==> src/rtl/pacman_pkg.sv <==
// Shared types and constants for the pacman maze logic.
//   N_GHOSTS      number of ghost controllers
//   REQ_*         requester slot numbers on the maze lookup port
//   TILE_ADDR_W   tile index width (row*COLS+col)
//   exits_t       one maze lookup word: open exits of a tile
//   arb_state_t   lookup port arbiter control states
package pacman_pkg;

  localparam int N_GHOSTS    = 4;
  localparam int REQ_PACMAN  = 0;
  localparam int REQ_GHOST0  = 1;
  localparam int REQ_GHOST1  = 2;
  localparam int REQ_GHOST2  = 3;
  localparam int REQ_GHOST3  = 4;
  localparam int TILE_ADDR_W = 10;

  typedef struct packed {
    logic up;
    logic down;
    logic left;
    logic right;
  } exits_t;

  typedef enum logic [1:0] {
    RUN    = 2'd0,
    DRAIN  = 2'd1,
    HALTED = 2'd2
  } arb_state_t;

endpackage

==> src/rtl/maze_rr_pick.sv <==
// Combinational rotate-priority picker.
// Searches req starting at index 'start' upward with wrap and returns the
// first asserted request.
//   req       request vector
//   start     index where the search begins (must be < N)
//   pick      one-hot winner (all zero when nothing requests)
//   pick_idx  index of the winner
//   found     a winner exists
module maze_rr_pick
  import pacman_pkg::*;
#(
  parameter int N     = 5,
  parameter int PTR_W = 3
) (
  input  logic [N-1:0]     req,
  input  logic [PTR_W-1:0] start,
  output logic [N-1:0]     pick,
  output logic [PTR_W-1:0] pick_idx,
  output logic             found
);

  always_comb begin
    int j;
    j        = 0;
    pick     = '0;
    pick_idx = '0;
    found    = 1'b0;
    for (int k = 0; k < N; k++) begin
      j = int'(start) + k;
      if (j >= N) j = j - N;
      if (!found && req[j]) begin
        found    = 1'b1;
        pick[j]  = 1'b1;
        pick_idx = PTR_W'(j);
      end
    end
  end

endmodule

==> src/rtl/maze_port_arbiter.sv <==
// Shares the maze lookup memory read port between pacman (slot 0) and the
// ghost controllers (slots 1..N_REQ-1). Grants are registered one-hot pulses
// that coincide with mem_en/mem_addr; the granted slot travels down a tag
// pipeline of depth RD_LAT so the read data comes back tagged via rvalid.
// A hold input stops new grants, lets in-flight reads drain, then reports
// halted.
//
// Build option: define PACMAN_PRIO_EN to give pacman priority (it wins
// unless it won the previous grant and a ghost is waiting); ghosts then
// rotate among themselves on their own pointer. Undefined: plain
// round-robin across all requesters.
//
// Ports:
//   board_clk, Reset    clock, asynchronous active-high reset
//   req, addr           per-slot level request and flattened tile address
//   hold                freeze and drain
//   gnt                 one-hot grant pulse
//   rvalid, rdata       one-hot tagged read return and its data
//   mem_en, mem_addr    memory read command
//   mem_rdata           memory data, RD_LAT cycles after mem_en
//   halted              hold active and nothing in flight
module maze_port_arbiter
  import pacman_pkg::*;
#(
  parameter int N_REQ  = N_GHOSTS + 1,
  parameter int ADDR_W = TILE_ADDR_W,
  parameter int DATA_W = 4,
  parameter int RD_LAT = 1
) (
  input  logic                    board_clk,
  input  logic                    Reset,
  input  logic [N_REQ-1:0]        req,
  input  logic [N_REQ*ADDR_W-1:0] addr,
  input  logic                    hold,
  output logic [N_REQ-1:0]        gnt,
  output logic [N_REQ-1:0]        rvalid,
  output logic [DATA_W-1:0]       rdata,
  output logic                    mem_en,
  output logic [ADDR_W-1:0]       mem_addr,
  input  logic [DATA_W-1:0]       mem_rdata,
  output logic                    halted
);

  localparam int PTR_W = (N_REQ > 1) ? $clog2(N_REQ) : 1;

  arb_state_t state, state_nxt;

  logic [PTR_W-1:0]  ptr;
  logic [N_REQ-1:0]  rr_pick;
  logic [PTR_W-1:0]  rr_idx;
  logic              rr_found;
  logic [N_REQ-1:0]  win_vec;
  logic [PTR_W-1:0]  win_idx;
  logic              win_any;
  logic              issue;
  logic [ADDR_W-1:0] sel_addr;
  logic              drained;
  logic [N_REQ-1:0]  rtag_p [RD_LAT];

  maze_rr_pick #(.N(N_REQ), .PTR_W(PTR_W)) u_pick (
    .req      (req),
    .start    (ptr),
    .pick     (rr_pick),
    .pick_idx (rr_idx),
    .found    (rr_found)
  );

`ifdef PACMAN_PRIO_EN
  localparam int G_N    = N_REQ - 1;
  localparam int GPTR_W = (G_N > 1) ? $clog2(G_N) : 1;

  logic [GPTR_W-1:0] gptr;
  logic [GPTR_W-1:0] g_idx;
  logic [G_N-1:0]    g_pick;
  logic              g_found;
  logic              last_pac;

  maze_rr_pick #(.N(G_N), .PTR_W(GPTR_W)) u_ghost_pick (
    .req      (req[N_REQ-1:1]),
    .start    (gptr),
    .pick     (g_pick),
    .pick_idx (g_idx),
    .found    (g_found)
  );

  // Pacman yields exactly one slot after its own grant when a ghost waits.
  always_comb begin
    win_vec = '0;
    win_idx = '0;
    win_any = 1'b0;
    if (req[REQ_PACMAN] && !(last_pac && g_found)) begin
      win_vec[REQ_PACMAN] = 1'b1;
      win_idx             = PTR_W'(REQ_PACMAN);
      win_any             = 1'b1;
    end else if (g_found) begin
      win_vec = {g_pick, 1'b0};
      win_idx = PTR_W'(g_idx) + PTR_W'(REQ_GHOST0);
      win_any = 1'b1;
    end
  end

  always_ff @(posedge board_clk or posedge Reset) begin
    if (Reset) begin
      last_pac <= 1'b0;
      gptr     <= '0;
    end else if (issue) begin
      last_pac <= win_vec[REQ_PACMAN];
      if (!win_vec[REQ_PACMAN])
        gptr <= (g_idx == GPTR_W'(G_N - 1)) ? '0 : g_idx + 1'b1;
    end
  end
`else
  always_comb begin
    win_vec = rr_pick;
    win_idx = rr_idx;
    win_any = rr_found;
  end
`endif

  // Hold suppresses a grant in the very cycle it is first seen.
  assign issue = (state == RUN) && !hold && win_any;

  always_comb begin
    sel_addr = '0;
    for (int i = 0; i < N_REQ; i++)
      if (win_vec[i]) sel_addr = sel_addr | addr[i*ADDR_W +: ADDR_W];
  end

  // grant stage: gnt, mem_en and mem_addr leave together
  always_ff @(posedge board_clk or posedge Reset) begin
    if (Reset) begin
      gnt      <= '0;
      mem_en   <= 1'b0;
      mem_addr <= '0;
      ptr      <= '0;
    end else begin
      gnt    <= issue ? win_vec : '0;
      mem_en <= issue;
      if (issue) begin
        mem_addr <= sel_addr;
        ptr      <= (win_idx == PTR_W'(N_REQ - 1)) ? '0 : win_idx + 1'b1;
      end
    end
  end

  // tag stages: the last stage lines up with mem_rdata
  always_ff @(posedge board_clk or posedge Reset) begin
    if (Reset) begin
      for (int s = 0; s < RD_LAT; s++) rtag_p[s] <= '0;
    end else begin
      rtag_p[0] <= gnt;
      for (int s = 1; s < RD_LAT; s++) rtag_p[s] <= rtag_p[s-1];
    end
  end

  assign rvalid = rtag_p[RD_LAT-1];
  assign rdata  = (|rvalid) ? mem_rdata : '0;

  // Nothing will remain in flight after this edge: the final stage only
  // holds a read being delivered right now.
  always_comb begin
    drained = (gnt == '0);
    for (int s = 0; s < RD_LAT - 1; s++)
      if (rtag_p[s] != '0) drained = 1'b0;
  end

  always_ff @(posedge board_clk or posedge Reset) begin
    if (Reset) state <= RUN;
    else       state <= state_nxt;
  end

  always_comb begin
    state_nxt = state;
    case (state)
      RUN:     if (hold) state_nxt = DRAIN;
      DRAIN:   if (!hold) state_nxt = RUN;
               else if (drained) state_nxt = HALTED;
      HALTED:  if (!hold) state_nxt = RUN;
      default: state_nxt = RUN;
    endcase
  end

  assign halted = (state == HALTED);

endmodule

==> config.mk <==
export PLATFORM = sky130hd
export DESIGN_NAME = maze_port_arbiter
export DESIGN_NICKNAME = d
export VERILOG_FILES = /design/src/rtl/pacman_pkg.sv /design/src/rtl/maze_rr_pick.sv /design/src/rtl/maze_port_arbiter.sv
export SDC_FILE = /design/constraint.sdc
export NUM_CORES = 1
export LEC_CHECK = 0
export ABC_AREA = 1
export BUFFER_PORTS_ARGS = -buffer_cell sky130_fd_sc_hd__buf_2
export CAP_MARGIN = 10
export CORE_MARGIN = 2
export CORE_UTILIZATION = 45
export CTS_CLUSTER_SIZE = 20
export DETAILED_ROUTE_END_ITERATION = 12
export GPL_ROUTABILITY_DRIVEN = 0
export HOLD_SLACK_MARGIN = 0.05
export PLACE_DENSITY = 0.69
export REMOVE_ABC_BUFFERS = 1
export SYNTH_ARGS = -nofsm -noshare
export SYNTH_HDL_FRONTEND = slang
export SYNTH_SLANG_ARGS = --single-unit
==> constraint.sdc <==
create_clock -name board_clk -period 4.1 [get_ports board_clk]
set_input_delay 0 -clock board_clk [delete_from_list [all_inputs] [get_ports board_clk]]
set_output_delay 0 -clock board_clk [all_outputs]
set_load 0.01 [all_outputs]
==> reports/qor.csv, run 1 <==
stage,metric,value,unit
status,status,"complete, no violations",
route,wl_met3,404,µm
timing,max_freq,0.285,GHz
route,first_pass_iters,5,
logic_synthesis,synth-seq-cells,26,
floorplan,die_area,6770,µm²
worst_setup_path,critPathKind,register to register,
global_routing,grt_max_degree,27,
timing,maxSlewHeadroom,36.1,%
route,drt-initial-drc-count,164,
worst_setup_path,worstPathArrival,3.67,ns
cells_and_area,ff_latch_area,651,µm²
timing,tightest_slew,0.957,ns
route,wl_met1,3660,µm
cells_and_area,multi_input_area,1900,µm²
floorplan,die_width,82.3,µm
timing,rsz0062_at_grt,false,
floorplan,fp.dieH,82.3,µm
worst_setup_path,cp-end-kind,register,
clock_network,ctsResizeCount,0,
cells_and_area,n_antenna_cell,0,
clock_network,clock_latency,0.27,ns
timing,final.setup.tns,0,ns
logic_synthesis,netlist_area,2760,µm²
timing,maxSlewViolCount,0,
floorplan,rows,28,
logic_synthesis,ys_seq_area_share,23.6,%
clock_network,cts-root-buf,clkbuf_8,
clock_network,cts_max_level,1,
placement,dpl.hpwl,6380,µm
placement,port_buffers,87,
route,wl,8010,µm
timing,setup_violations,0,
route,vias,3216,
cells_and_area,area.growth.synth_to_final,25.9,%
global_routing,grt_usage,23.6,%
timing,finalHoldViolations,0,
clock_network,numCtsBuffers,3,
clock_network,cts_setup_buffers,0,
timing,min_period,3.50,ns
logic_synthesis,synth_warnings,0,
cells_and_area,final_cell_mix,"162 x nand2_1, 87 x buf_2, 56 x nor2_1",
timing,whs,0.0704,ns
logic_synthesis,syn_avg_cell_area,6.06,µm²
clock_network,max-clock-path-buffers,2,
cells_and_area,utilization,58.6,%
timing,finClkSkew,0.00283,ns
timing,min_period_over_period,85.5,%
clock_network,postCtsHoldBufs,12,
clock_network,cts_tree,built,
cells_and_area,n_fill_cell,589,
worst_setup_path,cp-start-kind,register,
cells_and_area,drive_above_1_share,21.8,%
global_routing,antenna_found_initial,0,
worst_hold_path,hold_class,input port to register,
logic_synthesis,synth_cells,455,
route,highest_layer,met4,
placement,place_area,3280,µm²
cells_and_area,fin_area,3470,µm²
route,drc_errors,0,
route,wire_per_inst,12.7,µm
clock_network,cts_sinks,26,
global_routing,grt_pass1_vias,2765,
route,viasPerCell,5.10,
cells_and_area,fin_nets,638,
worst_setup_path,cp_max_fo,9,
global_routing,grt-ovfl-total,0,
floorplan,ios,88,
flow_run,cap_violations,0,
global_routing,grt_first_pass_wirelength,12500,µm
cells_and_area,mostFrequentLayoutCell,nand2_1,
floorplan,initial_utilization,46.6,%
clock_network,cts.reportedPaths.clkPinSlew,0.09,ns
worst_setup_path,critPathRequiredTime,4.26,ns
route,antenna_left,0,
floorplan,core_area,5920,µm²
logic_synthesis,ys_types,32,
route,dr_wl_met2,3830,µm
## layout make-up
cell class | count | share of cell area [%]
clock buffers | 3 | 1.19
flip-flops and latches | 26 | 18.7
inverters | 50 | 5.41
well taps | 75 | 2.70
multi-input cells | 375 | 54.7
repair buffers | 101 | 16.4
clock inverters | 1 | 0.865
## cells in the mapped netlist (all sizes together)
master | count | area share [%]
a211oi | 1 | 0.27
a21boi | 1 | 0.27
a21oi | 33 | 6.0
a31oi | 1 | 0.23
buf | 4 | 0.82
dfrtp | 26 | 24
fa | 1 | 0.73
ha | 18 | 8.2
inv | 50 | 6.8
nand2 | 170 | 24
nand3 | 36 | 8.3
nand3b | 2 | 0.54
nand4 | 11 | 2.5
nor2 | 59 | 9.0
nor3 | 9 | 1.6
nor4 | 2 | 0.45
o21a | 2 | 0.54
o21ai | 23 | 4.2
o22ai | 2 | 0.45
or2 | 1 | 0.23
xnor2 | 2 | 0.91
xor2 | 1 | 0.32
## logic make-up after synthesis
family / after synthesis / share of synthesized area, %
DFF: 26 / 23.6
and+or+nand+nor: 290 / 46.7
xor gates and xnor gates: 3 / 1.23
buffers and inverters: 54 / 7.62
adders and majority gates: 19 / 8.89
AOI/OAI and AO/OA: 63 / 11.9
## registers in the layout (all words and copies together), names as in the netlist
signal    cells
state         2
mem_en        1
gnt           5
mem_addr     10
ptr           3
rvalid        5
## worst max-delay path, cell delays in order, from the launching register on
cell and delay [ns]:
dfrtp_1 0.52, inv_1 0.10, buf_4 0.19, fa_1 0.47, nand2_1 0.16, nand2_1 0.06
o21ai_0 0.28, inv_1 0.17, nand2_1 0.13, nand2_1 0.14, nor3_1 0.33, nand2_1 0.09
nand3b_1 0.11, nor2_1 0.05, o21a_1 0.13, inv_1 0.06, ha_1 0.15, inv_1 0.04
nand2_1 0.05, nand2_1 0.04, nand3_1 0.06, nand2_1 0.06
## routing by layer
layer / GRT usage [%] / vias to the layer above
met4: 6.83 / 0
met2: 38.1 / 97
met3: 3.15 / 11
met5: 0 / -
met1: 32.7 / 1435
li1: - / 1673
## per-stage QoR
| stage | setup slack (ns) | instances |
|---|---|---|
| final | 0.596 | 631 |
| after floorplan | 0.864 | 451 |
| after detailed placement | 0.679 | 615 |
| after CTS | 0.648 | 631 |
| after global placement | 0.778 | 615 |
| after global routing | 0.223 | 631 |
## final timing paths
| check | end | slack [ns] | depth (start not counted) | from |
|---|---|---|---|---|
| setup reg to reg | ptr[2] | 0.60 | 21 | ptr[1] |
| hold reg to reg | rvalid[0] | 0.40 | 0 | gnt[0] |
| setup / recovery | ptr[2] | 0.60 | 21 | ptr[1] |
| min in group asynchronous | mem_en | 0.48 | 3 | Reset |
| hold / removal | mem_addr[6] | 0.07 | 5 | addr[16] |
| max in group asynchronous | mem_addr[7] | 3.04 | 3 | Reset |
Power of run 1 is left out: the tool's default activity adds up to more than one toggle a clock period on the data nets, which glitch-free logic cannot reach.
==> run 2, diff against run 1 <==
CELL_PAD_IN_SITES_DETAIL_PLACEMENT = 0   (was unset)
CELL_PAD_IN_SITES_GLOBAL_PLACEMENT = 2   (was unset)
CORE_UTILIZATION = 26   (was 45)
PLACE_DENSITY = 0.78   (was 0.69)
==> run 2 against run 1 <==
Net effect: clock skew decreased by 0.00063 ns; setup slack got worse by 0.11 ns; sequential share of layout area fell by 0.60 points; die area rose by 69%; critical endpoint unchanged; highest routed layer unchanged; via count fell by 1.5%; cell count up 10%; sequential cell count unchanged; hold slack got worse by 0.034 ns; final area grew 3.3%; global-route usage down 7.3 points; clock-buffer cell count unchanged.
==> reports/qor.csv, run 2 (synthesis gave the netlist of run 1 again) <==
stage,metric,value,unit
status,status,"complete, no violations",
worst_setup_path,r2r_cells,19,
timing,rsz0062_at_grt,false,
worst_setup_path,rr_endpoint,ptr[2],
worst_setup_path,crit_path_top_delay_cell,dfrtp_1,
route,vias,3168,
global_routing,antenna_found_initial,0,
worst_setup_path,rrSetupSlack,0.49,ns
clock_network,cts.reportedPaths.clkPinSlew,0.09,ns
floorplan,core_area,10300,µm²
timing,maxSlewHeadroom,34.0,%
timing,final.setup.tns,0,ns
cells_and_area,largest-register,mem_addr,
floorplan,fp.dieH,107,µm
worst_setup_path,critPathKind,register to register,
timing,whs,0.0369,ns
floorplan,rows,37,
global_routing,grt-ovfl-total,0,
floorplan,die_width,107,µm
worst_setup_path,r2r-start,ptr[1],
global_routing,grt_first_pass_wirelength,14900,µm
flow_run,cap_violations,0,
cells_and_area,final_cell_mix,"162 x nand2_1, 87 x buf_2, 56 x nor2_1",
timing,finClkSkew,0.00220,ns
worst_setup_path,cp-startpoint,ptr[1],
timing,min_period_over_period,88.1,%
timing,maxSlewViolCount,0,
clock_network,numCtsBuffers,3,
worst_setup_path,cp-end-kind,register,
route,drt-initial-drc-count,157,
floorplan,ios,88,
clock_network,cts_tree,built,
timing,setup_slack,0.489,ns
placement,place_ws,0.258,ns
cells_and_area,drive_above_1_share,22.8,%
clock_network,cts_sinks,26,
global_routing,grt_pass1_vias,3004,
cells_and_area,largest_reg_flops,10,
clock_network,cts_max_level,1,
worst_setup_path,worstPathArrival,3.79,ns
clock_network,clock_latency,0.27,ns
placement,port_buffers,87,
timing,max_freq,0.277,GHz
floorplan,die_area,11400,µm²
route,wire_per_inst,13.3,µm
timing,finalHoldViolations,0,
cells_and_area,area.growth.synth_to_final,30.0,%
route,viasPerCell,4.55,
cells_and_area,n_antenna_cell,0,
worst_hold_path,hold_depth,3,
route,drc_errors,0,
worst_setup_path,critPathRequiredTime,4.27,ns
worst_setup_path,crit_end,ptr[2],
worst_setup_path,critPathMostFrequentCell,nand2_1,
route,first_pass_iters,5,
worst_setup_path,cp_cell_sequence,clkinvlp_4 > ha_1 > ha_1 > nand2_1 > o21ai_1 > nor2_1 > nand2_1 > nand3_2 > nand2_1 > o22ai_1 > a21oi_1 > nand2_1 > a21oi_1 > inv_1 > ha_1 > nand3_1 > nand2_1 > nand3_1 > nand2_1,
worst_setup_path,cp_max_fo,10,
worst_setup_path,slowest_delay,0.55,ns
timing,setup_violations,0,
global_routing,grt_usage,16.3,%
floorplan,initial_utilization,26.7,%
clock_network,max-clock-path-buffers,2,
global_routing,grt_max_degree,27,
route,wl,9270,µm
timing,min_period,3.61,ns
route,antenna_left,0,
placement,dpl.hpwl,7580,µm
clock_network,cts-root-buf,clkbuf_8,
worst_setup_path,cp-start-kind,register,
cells_and_area,fin_nets,643,
worst_hold_path,hold_class,input port to register,
cells_and_area,mostFrequentLayoutCell,nand2_1,
timing,tightest_slew,0.989,ns
[run 2: metrics by stage]
step / util (%) / instances / cell area (µm²)
5_1_grt: 34.7 / 697 / 3590
6_report: 34.7 / 697 / 3590
2_1_floorplan: - / 451 / 2740
4_1_cts: 34.5 / 694 / 3560
3_5_place_dp: 32.7 / 679 / 3380
3_3_place_gp: 32.7 / 679 / 3380
[run 2: final cells by class]
type / count / area, µm²
sequential: 26 / 651
tap: 136 / 170
inverter: 50 / 191
multi-input combinational: 375 / 1900
clock buffer: 3 / 41.3
fill: 1147 / 6740
clock inverter: 1 / 30.0
timing repair buffer: 106 / 606
[run 2: what timing repair did]
action	CTS	global route
setup endpoints to repair	0	13
endpoints found under the hold margin	37	0
hold buffers	11	0
resized for setup	0	2
buffers inserted	0	3
[run 2: worst min path at each step]
stage,start,end,slack (ns)
2_1_floorplan,Reset,gnt[0],0.04
3_3_place_gp,hold,state[0],0.26
3_5_place_dp,hold,state[0],0.27
4_1_cts,addr[42],mem_addr[2],0.05
5_1_grt,addr[30],mem_addr[0],0.06
6_report,addr[42],mem_addr[2],0.04
[run 2: critical path, delay by kind of cell, from the launching register on]
| kind | cells | cell delay, ns |
|---|---|---|
| AOI/OAI and AO/OA | 4 | 0.71 |
| and+or+nand+nor | 10 | 1.04 |
| adders and majority gates | 3 | 0.91 |
| DFF | 1 | 0.55 |
| buffers and inverters | 2 | 0.31 |
[run 2: metal layers]
layer	wire, µm	share of wire [%]	GRT usage, %	vias to the layer above
met5	0	0	0	-
met4	131	1.4	3.15	0
met1	4450	48	22.4	1424
met2	4410	48	27.6	55
li1	-	-	-	1678
met3	269	2.9	1.88	11
Power of run 2 is left out for the same reason.
